File: src/rtl/spart_pkg.sv
// Shared types and constants for the SPART processor-side bus controller.
// Address map, access FSM states and the reset baud divisor live here.
package spart_pkg;

    localparam logic [15:0] DIV_RESET_DEFAULT = 16'd325;
    localparam logic [3:0]  FIFO_DEPTH        = 4'd8;

    typedef enum logic [1:0] {
        ADDR_DATA   = 2'b00,
        ADDR_STATUS = 2'b01,
        ADDR_DBL    = 2'b10,
        ADDR_DBH    = 2'b11
    } ioaddr_t;

    typedef enum logic {
        IDLE = 1'b0,
        HOLD = 1'b1
    } bus_state_t;

    // Free TX slots reported in the status register's upper nibble.
    function automatic logic [3:0] calc_tx_free(input logic [3:0] cnt);
        return FIFO_DEPTH - cnt;
    endfunction

endpackage

File: src/rtl/spart_bus_ctrl_if.sv
// Host-side chip-select bus of the SPART controller.
// The host is the master; the controller is the slave and owns the read path.
interface spart_bus_if #(
    parameter int DATA_W = 8
);
    logic              iocs;
    logic              iorw;
    logic [1:0]        ioaddr;
    logic [DATA_W-1:0] databus_in;
    logic [DATA_W-1:0] databus_out;
    logic              databus_oe;

    modport master (
        output iocs, iorw, ioaddr, databus_in,
        input  databus_out, databus_oe
    );

    modport slave (
        input  iocs, iorw, ioaddr, databus_in,
        output databus_out, databus_oe
    );
endinterface

File: src/rtl/spart_baud_gen.sv
// 16x-oversample baud strobe: down-counter reloaded from the divisor,
// one-cycle baud_en per divisor+1 clocks; a divisor load restarts the period.
module spart_baud_gen #(
    parameter logic [15:0] DIV_RESET = 16'd325
) (
    input  logic        clk,
    input  logic        rst_n,
    input  logic [15:0] divisor,
    input  logic        load,
    output logic        baud_en
);

    logic [15:0] cnt_r;

    // Counter and strobe; a load in the same cycle as terminal count suppresses the pulse.
    always_ff @(posedge clk or negedge rst_n) begin
        if (!rst_n) begin
            cnt_r   <= DIV_RESET;
            baud_en <= 1'b0;
        end else if (load) begin
            cnt_r   <= divisor;
            baud_en <= 1'b0;
        end else if (cnt_r == 16'd0) begin
            cnt_r   <= divisor;
            baud_en <= 1'b1;
        end else begin
            cnt_r   <= cnt_r - 16'd1;
            baud_en <= 1'b0;
        end
    end

endmodule

File: src/rtl/spart_bus_ctrl.sv
// SPART bus controller: decodes host accesses into single RX pops / TX pushes,
// holds the baud divisor and drives the oversample strobe.
module spart_bus_ctrl
    import spart_pkg::*;
#(
    parameter int          DATA_W    = 8,
    parameter int          CNT_W     = 4,
    parameter logic [15:0] DIV_RESET = DIV_RESET_DEFAULT
) (
    input  logic              clk,
    input  logic              rst_n,
    spart_bus_if.slave        bus,
    input  logic [DATA_W-1:0] rx_data,
    input  logic              rx_empty,
    input  logic [CNT_W-1:0]  rx_count,
    output logic              rx_pop,
    input  logic              tx_full,
    input  logic [CNT_W-1:0]  tx_count,
    output logic              tx_push,
    output logic [DATA_W-1:0] tx_data,
    output logic              baud_en,
    output logic              rda,
    output logic              tbr
);

    bus_state_t        state_r, state_nxt_s;
    logic              start_s;
    logic              iorw_r;
    logic [DATA_W-1:0] dout_r, dout_nxt_s;
    logic              rx_pop_s;
    logic              tx_push_r, tx_push_nxt_s;
    logic [DATA_W-1:0] tx_data_r, tx_data_nxt_s;
    logic [15:0]       div_r, div_nxt_s;
    logic              div_load_s;

    // Access FSM: one action on the IDLE->HOLD transition, then wait for iocs to drop.
    always_comb begin
        state_nxt_s = state_r;
        start_s     = 1'b0;
        case (state_r)
            IDLE: begin
                if (bus.iocs) begin
                    state_nxt_s = HOLD;
                    start_s     = 1'b1;
                end else begin
                    state_nxt_s = IDLE;
                end
            end
            HOLD: begin
                if (bus.iocs) state_nxt_s = HOLD;
                else          state_nxt_s = IDLE;
            end
            default: state_nxt_s = IDLE;
        endcase
    end

    // Register decode; rx_pop fires in the access cycle so the FWFT head is consumed with the capture.
    always_comb begin
        dout_nxt_s    = dout_r;
        rx_pop_s      = 1'b0;
        tx_push_nxt_s = 1'b0;
        tx_data_nxt_s = tx_data_r;
        div_nxt_s     = div_r;
        div_load_s    = 1'b0;
        if (start_s && bus.iorw) begin
            case (ioaddr_t'(bus.ioaddr))
                ADDR_DATA: begin
                    if (!rx_empty) begin
                        dout_nxt_s = rx_data;
                        rx_pop_s   = 1'b1;
                    end else begin
                        dout_nxt_s = {DATA_W{1'b0}};
                    end
                end
                ADDR_STATUS: dout_nxt_s = DATA_W'({calc_tx_free(tx_count), rx_count});
                ADDR_DBL:    dout_nxt_s = div_r[7:0];
                ADDR_DBH:    dout_nxt_s = div_r[15:8];
                default:     dout_nxt_s = dout_r;
            endcase
        end else if (start_s) begin
            case (ioaddr_t'(bus.ioaddr))
                ADDR_DATA: begin
                    if (!tx_full) begin
                        tx_push_nxt_s = 1'b1;
                        tx_data_nxt_s = bus.databus_in;
                    end else begin
                        tx_push_nxt_s = 1'b0;
                    end
                end
                ADDR_DBL: begin
                    div_nxt_s  = {div_r[15:8], bus.databus_in};
                    div_load_s = 1'b1;
                end
                ADDR_DBH: begin
                    div_nxt_s  = {bus.databus_in, div_r[7:0]};
                    div_load_s = 1'b1;
                end
                default: div_load_s = 1'b0;
            endcase
        end else begin
            dout_nxt_s = dout_r;
        end
    end

    // State, latched direction, read data, TX strobe/data and divisor registers.
    always_ff @(posedge clk or negedge rst_n) begin
        if (!rst_n) begin
            state_r   <= IDLE;
            iorw_r    <= 1'b0;
            dout_r    <= {DATA_W{1'b0}};
            tx_push_r <= 1'b0;
            tx_data_r <= {DATA_W{1'b0}};
            div_r     <= DIV_RESET;
        end else begin
            state_r   <= state_nxt_s;
            iorw_r    <= start_s ? bus.iorw : iorw_r;
            dout_r    <= dout_nxt_s;
            tx_push_r <= tx_push_nxt_s;
            tx_data_r <= tx_data_nxt_s;
            div_r     <= div_nxt_s;
        end
    end

    spart_baud_gen #(
        .DIV_RESET (DIV_RESET)
    ) u_baud_gen (
        .clk     (clk),
        .rst_n   (rst_n),
        .divisor (div_nxt_s),
        .load    (div_load_s),
        .baud_en (baud_en)
    );

    assign bus.databus_out = dout_r;
    assign bus.databus_oe  = (state_r == HOLD) & bus.iocs & iorw_r;
    assign rx_pop          = rx_pop_s;
    assign tx_push         = tx_push_r;
    assign tx_data         = tx_data_r;
    assign rda             = ~rx_empty;
    assign tbr             = ~tx_full;

endmodule

File: src/flat_wrapper.sv
// flat-port wrapper written by rule: the top's interface ports become plain ports
module spart_bus_ctrl_flat import spart_pkg::*;
#(
    parameter int          DATA_W    = 8,
    parameter int          CNT_W     = 4,
    parameter logic [15:0] DIV_RESET = DIV_RESET_DEFAULT
)
  (clk, rst_n, rx_data, rx_empty, rx_count, rx_pop, tx_full, tx_count, tx_push, tx_data, baud_en, rda, tbr, bus_iocs, bus_iorw, bus_ioaddr, bus_databus_in, bus_databus_out, bus_databus_oe);
  spart_bus_if #(.DATA_W(DATA_W)) bus_i ();
  input  logic clk;
  input  logic rst_n;
  input  logic [DATA_W-1:0] rx_data;
  input  logic rx_empty;
  input  logic [CNT_W-1:0] rx_count;
  output logic rx_pop;
  input  logic tx_full;
  input  logic [CNT_W-1:0] tx_count;
  output logic tx_push;
  output logic [DATA_W-1:0] tx_data;
  output logic baud_en;
  output logic rda;
  output logic tbr;
  input wire logic [$bits(bus_i.iocs)-1:0] bus_iocs;
  input wire logic [$bits(bus_i.iorw)-1:0] bus_iorw;
  input wire logic [$bits(bus_i.ioaddr)-1:0] bus_ioaddr;
  input wire logic [$bits(bus_i.databus_in)-1:0] bus_databus_in;
  output wire logic [$bits(bus_i.databus_out)-1:0] bus_databus_out;
  output wire logic [$bits(bus_i.databus_oe)-1:0] bus_databus_oe;
  assign bus_i.iocs = bus_iocs;
  assign bus_i.iorw = bus_iorw;
  assign bus_i.ioaddr = bus_ioaddr;
  assign bus_i.databus_in = bus_databus_in;
  assign bus_databus_out = bus_i.databus_out;
  assign bus_databus_oe = bus_i.databus_oe;
  spart_bus_ctrl #(.DATA_W(DATA_W), .CNT_W(CNT_W), .DIV_RESET(DIV_RESET)) u_core (.clk(clk), .rst_n(rst_n), .bus(bus_i), .rx_data(rx_data), .rx_empty(rx_empty), .rx_count(rx_count), .rx_pop(rx_pop), .tx_full(tx_full), .tx_count(tx_count), .tx_push(tx_push), .tx_data(tx_data), .baud_en(baud_en), .rda(rda), .tbr(tbr));
endmodule
File: config.mk
export PLATFORM = sky130hd
export DESIGN_NAME = spart_bus_ctrl_flat
export DESIGN_NICKNAME = d
export VERILOG_FILES = /design/src/rtl/spart_pkg.sv /design/src/rtl/spart_bus_ctrl_if.sv /design/src/rtl/spart_baud_gen.sv /design/src/rtl/spart_bus_ctrl.sv /design/src/flat_wrapper.sv
export SDC_FILE = /design/constraint.sdc
export NUM_CORES = 1
export LEC_CHECK = 0
export CAP_MARGIN = 25
export CORE_AREA = 8 8 85 87
export CTS_CLUSTER_SIZE = 20
export DETAILED_ROUTE_END_ITERATION = 7
export DIE_AREA = 0 0 93 95
export PLACE_DENSITY = 0.73
export SYNTH_ARGS = -nofsm -noshare
export SYNTH_HDL_FRONTEND = slang
export SYNTH_HIERARCHICAL = 1
export SYNTH_SLANG_ARGS = --single-unit
File: constraint.sdc
create_clock -name clk -period 1.55 [get_ports clk]
set_input_delay 0.3875 -clock clk [delete_from_list [all_inputs] [get_ports clk]]
set_output_delay 0.3875 -clock clk [all_outputs]
set_load 0.01 [all_outputs]
; ---- After elaboration in Yosys (flattened, before gate mapping)
; Cells that the tools add are included.
[classes]
addsub = 2
mul = 0
n_div = 0
order_cmp = 0
eq_ne = 3
n_shift = 0
n_mux = 21
bitwise = 5
reduce_logical = 5
[op_table]
columns = cell, count
row1 = $mux 16, 4
row2 = $pmux 16 s2, 1
row3 = $pmux 8 s4, 1
row4 = $logic_not 16->1, 1
row5 = $sub 16x1->16 const B, 1
row6 = $mux 1, 14
row7 = $mux 8, 1
row8 = $eq 2x2->1 const B, 2
row9 = $reduce_and 4->1, 1
row10 = $sub 4x4->4 const A, 1
row11 = $not 1->1, 3
row12 = $and 1x1->1, 2
row13 = $eq 2x1->1 const B, 1
row14 = $logic_not 2->1, 1
row15 = $reduce_or 2->1, 1
row16 = $logic_and 1x1->1, 1
[word_totals]
ff_bits = 52
latchBits = 0
ramBits = 0
romBits = 0
input_bits = 32
out_inout_bits = 22
wordCells = 44
n_memories = 0

; ---- Logic depth before layout (Yosys ltp)
[depth]
ltp_word = 6
ltp_mapped = 7
mapped_depth_nobuf = 6

; ---- Modules after synthesis
; Netlist, hierarchy kept.
[by_module_without_submodules]
columns = mod, n_inst, cells_each, area_per_inst_um2, seq_area_each_um2
row1 = spart_bus_ctrl, 1, 125, 1646.6, 880.8
row2 = spart_baud_gen, 1, 96, 949.7, 430.4

; ---- Worst setup path after synthesis
; No wires, ideal clock.
[synth_path]
kind = register to register
startpoint = reg u_core.u_baud_gen.cnt_r[0]
endpoint = reg u_core.u_baud_gen.cnt_r[11]
setup_time_ns = 0.077
arrival_time_ns = 1.595
required_ns = 1.473
slack_ns = -0.123
stages_incl_launch_ff = 8
n_path_buf = 1
period_less_slack_ns = 1.673
path_cell_list = dfstp_2 -> inv_1 -> ha_1 -> nor4b_1 -> a41oi_2 -> clkbuf_1 -> nor2_1 -> a21oi_1
[synth_via]
elab_chain_cells = 3
elab_cells_between_ends = 4
classes_between = add/sub: 1 / mux: 2 / reduce/logical: 1
[synth_rtl]
columns = item, line
row1 = start: declaration, spart_baud_gen.sv:13  ; logic [15:0] cnt_r;
row2 = start signal: assignment, spart_baud_gen.sv:21  ; cnt_r <= divisor;
row3 = start signal: assignment, spart_baud_gen.sv:24  ; cnt_r <= divisor;
row4 = start signal: assignment, spart_baud_gen.sv:27  ; cnt_r <= cnt_r - 16'd1;
row5 = $sub 16x1->16 or $logic_not 16->1 (tied branches), "spart_baud_gen.sv:27, spart_baud_gen.sv:23"
row6 = $mux 16 *, spart_baud_gen.sv:23  ; end else if (cnt_r == 16'd0) begin
row7 = $mux 16 *, spart_baud_gen.sv:20  ; end else if (load) begin
; Mark *: on every way between the ends. The rest lies on a longest branch, timed or not.
; A chain may end at the register's enable or synchronous reset.

; ---- Worst setup path after layout
[layout_path]
startpoint = reg u_core.u_baud_gen.cnt_r[1]
endpoint = reg u_core.u_baud_gen.cnt_r[12]
; Same word-level chain as after synthesis.

==> reports/results.tsv <==
stage	metric	value	unit
run_status	outcome	complete, but fails checks	
run_status	violations	negative setup slack	
timing	fmax	620	MHz
routing	ant_nets	0	
routing	via_count	2015	
floorplanning	die_w	93	µm
synth	synth_edf_count	0	
routing	routed_wl	6520	µm
synth	synth_sequential_area_ratio	0.505	
grt	grt_pass1_vias	2064	
clock_tree	hold_buffers	0	
synth	yosys-top-cells-area	dfrtp_1 (42%), mux2_2 (11%), dfstp_2 (8.1%)	
clock_tree	cts_buffer_depth	2	
power	power_density	1190	mW/mm²
synth	syn_inst	221	
clock_tree	clk_pin_slew	0.09	ns
clock_tree	clock_latency	0.31	ns
synth	yosysTopAreaCell	dfrtp_1	
run	cap_violations	0	
routing	viasPerCell	5.22	
timing	maxSlewViolCount	0	
clock_tree	clock-sinks	52	
synth	ys_types	41	
placement	place_area	0.00345	mm²
timing	fin_crit_sh	1.04	
timing	whs	0.0537	ns
timing	fin_crit	1.61	ns
power	ir_drop	599	µV
worst_setup_path	path_class	reg -> reg	
worst_setup_path	start_kind	flop	
synth	synth_top_cell_area_share	0.424	
grt	antenna_found_initial	0	
power	leakage	1.71	nW
floorplanning	io_pins	54	
clock_tree	htreeDepth	2	
placement	dp_hpwl	4740	µm
grt	grt_usage	0.150	
clock_tree	cts_buffers	5	
synth	synth_nets	256	
final_layout	final_common_cell	dfrtp_1	
synth	synth.avg_cell_area	11.7	µm²
worst_setup_path	cp.arrival	1.80	ns
timing	setup_viol	15	
floorplanning	dieArea	0.00884	mm²
timing	hold_viol_final	0	
worst_setup_path	cp_max_fo	8	
routing	wl_per_cell	16.9	µm
clock_tree	cts_root_buf	clkbuf_8	
worst_setup_path	required	1.74	ns
clock_tree	cts_tree	done	
synth	synth_ff_type	dfrtp_1	
placement	gp_congestion	0.850	
worst_setup_path	reg2regPathDepth	7	
final_layout	syn2layout_area_growth	43.2	%
synth	synthArstFlopShare	1.00	
final_layout	finish.net_count	345	
synth	ys_warn_count	6	
final_layout	diodes	0	
worst_hold_path	hp-class	in -> async	
routing	drt-pass1-iter-count	4	
timing	layout_setup_ws	-0.0636	ns
grt	grt_overflow_total	0	
timing	rsz0062_at_grt	true	
worst_setup_path	cp-end-kind	flop	
placement	place_ws	-0.654	ns
placement	port_buffers	53	
floorplanning	rows	28	
routing	drt-initial-drc-count	102	
floorplanning	fp.coreArea	0.00582	mm²
timing	clock_skew	0.0111	ns
floorplanning	initial_core_util	0.446	
final_layout	drive_above_1_share	0.412	
grt	grt_max_degree	53	
final_layout	final_cell_mix	dfrtp_1 (44), buf_4 (29), mux2_2 (26), clkdlybuf4s50_1 (25), dlygate4sd2_1 (24)	
floorplanning	die_y	95	µm
grt	grt_pass1_wl	10500	µm
synth	netlist_area	0.00260	mm²
timing	fin_setup_tns	-0.574	ns
timing	max_slew_margin	0.712	
synth	ys_seq_elements	52	
routing	route.detailed.drc	0	
timing	worstMarginPinSlew	0.428	ns
final_layout	final_area	0.00372	mm²
final cells by class:
type	count	area, µm²
clock buffers	5	68.8
flip-flops and latches	52	1310
fillers	466	2100
well taps	75	93.8
multi-input cells	150	1360
repair buffers	91	823
clock inverters	3	18.8
inverters	10	37.5
cell usage after synthesis (all sizes together) (5+ instances only):
library cell / number
a21oi: 21
a221oi: 5
buf: 8
dfrtp: 44
dfstp: 8
inv: 10
mux2: 27
mux2i: 6
nand2: 8
nor2: 20
nor3: 6
xor2: 13
logic make-up after synthesis:
logic type,count (synthesis),share of synthesized area
AND/OR/NAND/NOR,57,0.138
flip-flops,52,0.505
AO/OA/AOI/OAI,40,0.0969
multiplexers,34,0.149
buffers and inverters,19,0.0429
XOR/XNOR,16,0.0540
adder cells (fa/ha/maj),3,0.0145
final timing paths:
check	end	start	slack (ns)
worst max-delay path	u_core/u_baud_gen/cnt_r[12]	u_core/u_baud_gen/cnt_r[1]	-0.06
worst min-delay path	u_core/tx_data[5]	rst_n	0.05
worst max register to register	u_core/u_baud_gen/cnt_r[12]	u_core/u_baud_gen/cnt_r[1]	-0.06
worst min register to register	u_core/bus.databus_out[5]	u_core/bus.databus_out[5]	0.48
max in group asynchronous	u_core/div_r[0]	rst_n	1.19
min in group clk	u_core/state_r	bus_iocs	0.43
state kept, by name, summed over array words and instances (netlist names):
| signal | count |
|---|---|
| u_core/state_r | 1 |
| u_core/u_baud_gen/baud_en | 1 |
| u_core/tx_data | 8 |
| u_core/div_r | 16 |
| u_core/tx_push | 1 |
| u_core/bus.databus_out | 8 |
| u_core/u_baud_gen/cnt_r | 16 |
| u_core/iorw_r | 1 |
stage by stage:
step                utilization  total power, mW  cells
finish                    0.639             4.42    386
floorplan                     -             2.76    221
CTS                       0.626             4.35    385
detailed placement        0.593             3.51    376
global route              0.639             4.69    386
global placement          0.593             3.46    376
worst max-delay path, stage by stage (launching register included):
cell and delay (ns):
dfrtp_1 0.41, inv_2 0.10, ha_4 0.13, nor4b_4 0.28, a41oi_4 0.22, buf_6 0.20, nor2_1 0.10, a21oi_1 0.05
layer usage:
| layer | track usage | up-vias | share of wire |
|---|---|---|---|
| li1 | - | 969 | - |
| met1 | 0.186 | 992 | 0.45 |
| met2 | 0.251 | 49 | 0.49 |
| met3 | 0.0413 | 5 | 0.056 |
| met4 | 0.0362 | 0 | 0.0084 |
| met5 | 0 | - | 0 |
report_power, final:
part | switching, mW | internal (mW)
Clock | 0.447 | 0.316
Combinational | 0.720 | 0.866
Sequential | 0.311 | 1.76
what timing repair did:
action,in CTS,in global routing
endpoints found under the setup margin,64,19
gates cloned,2,0
resized for setup,67,20
setup buffers,1,1
pin swaps,8,5
hold endpoints to repair,0,0
Power figures use the tool's default switching activity.
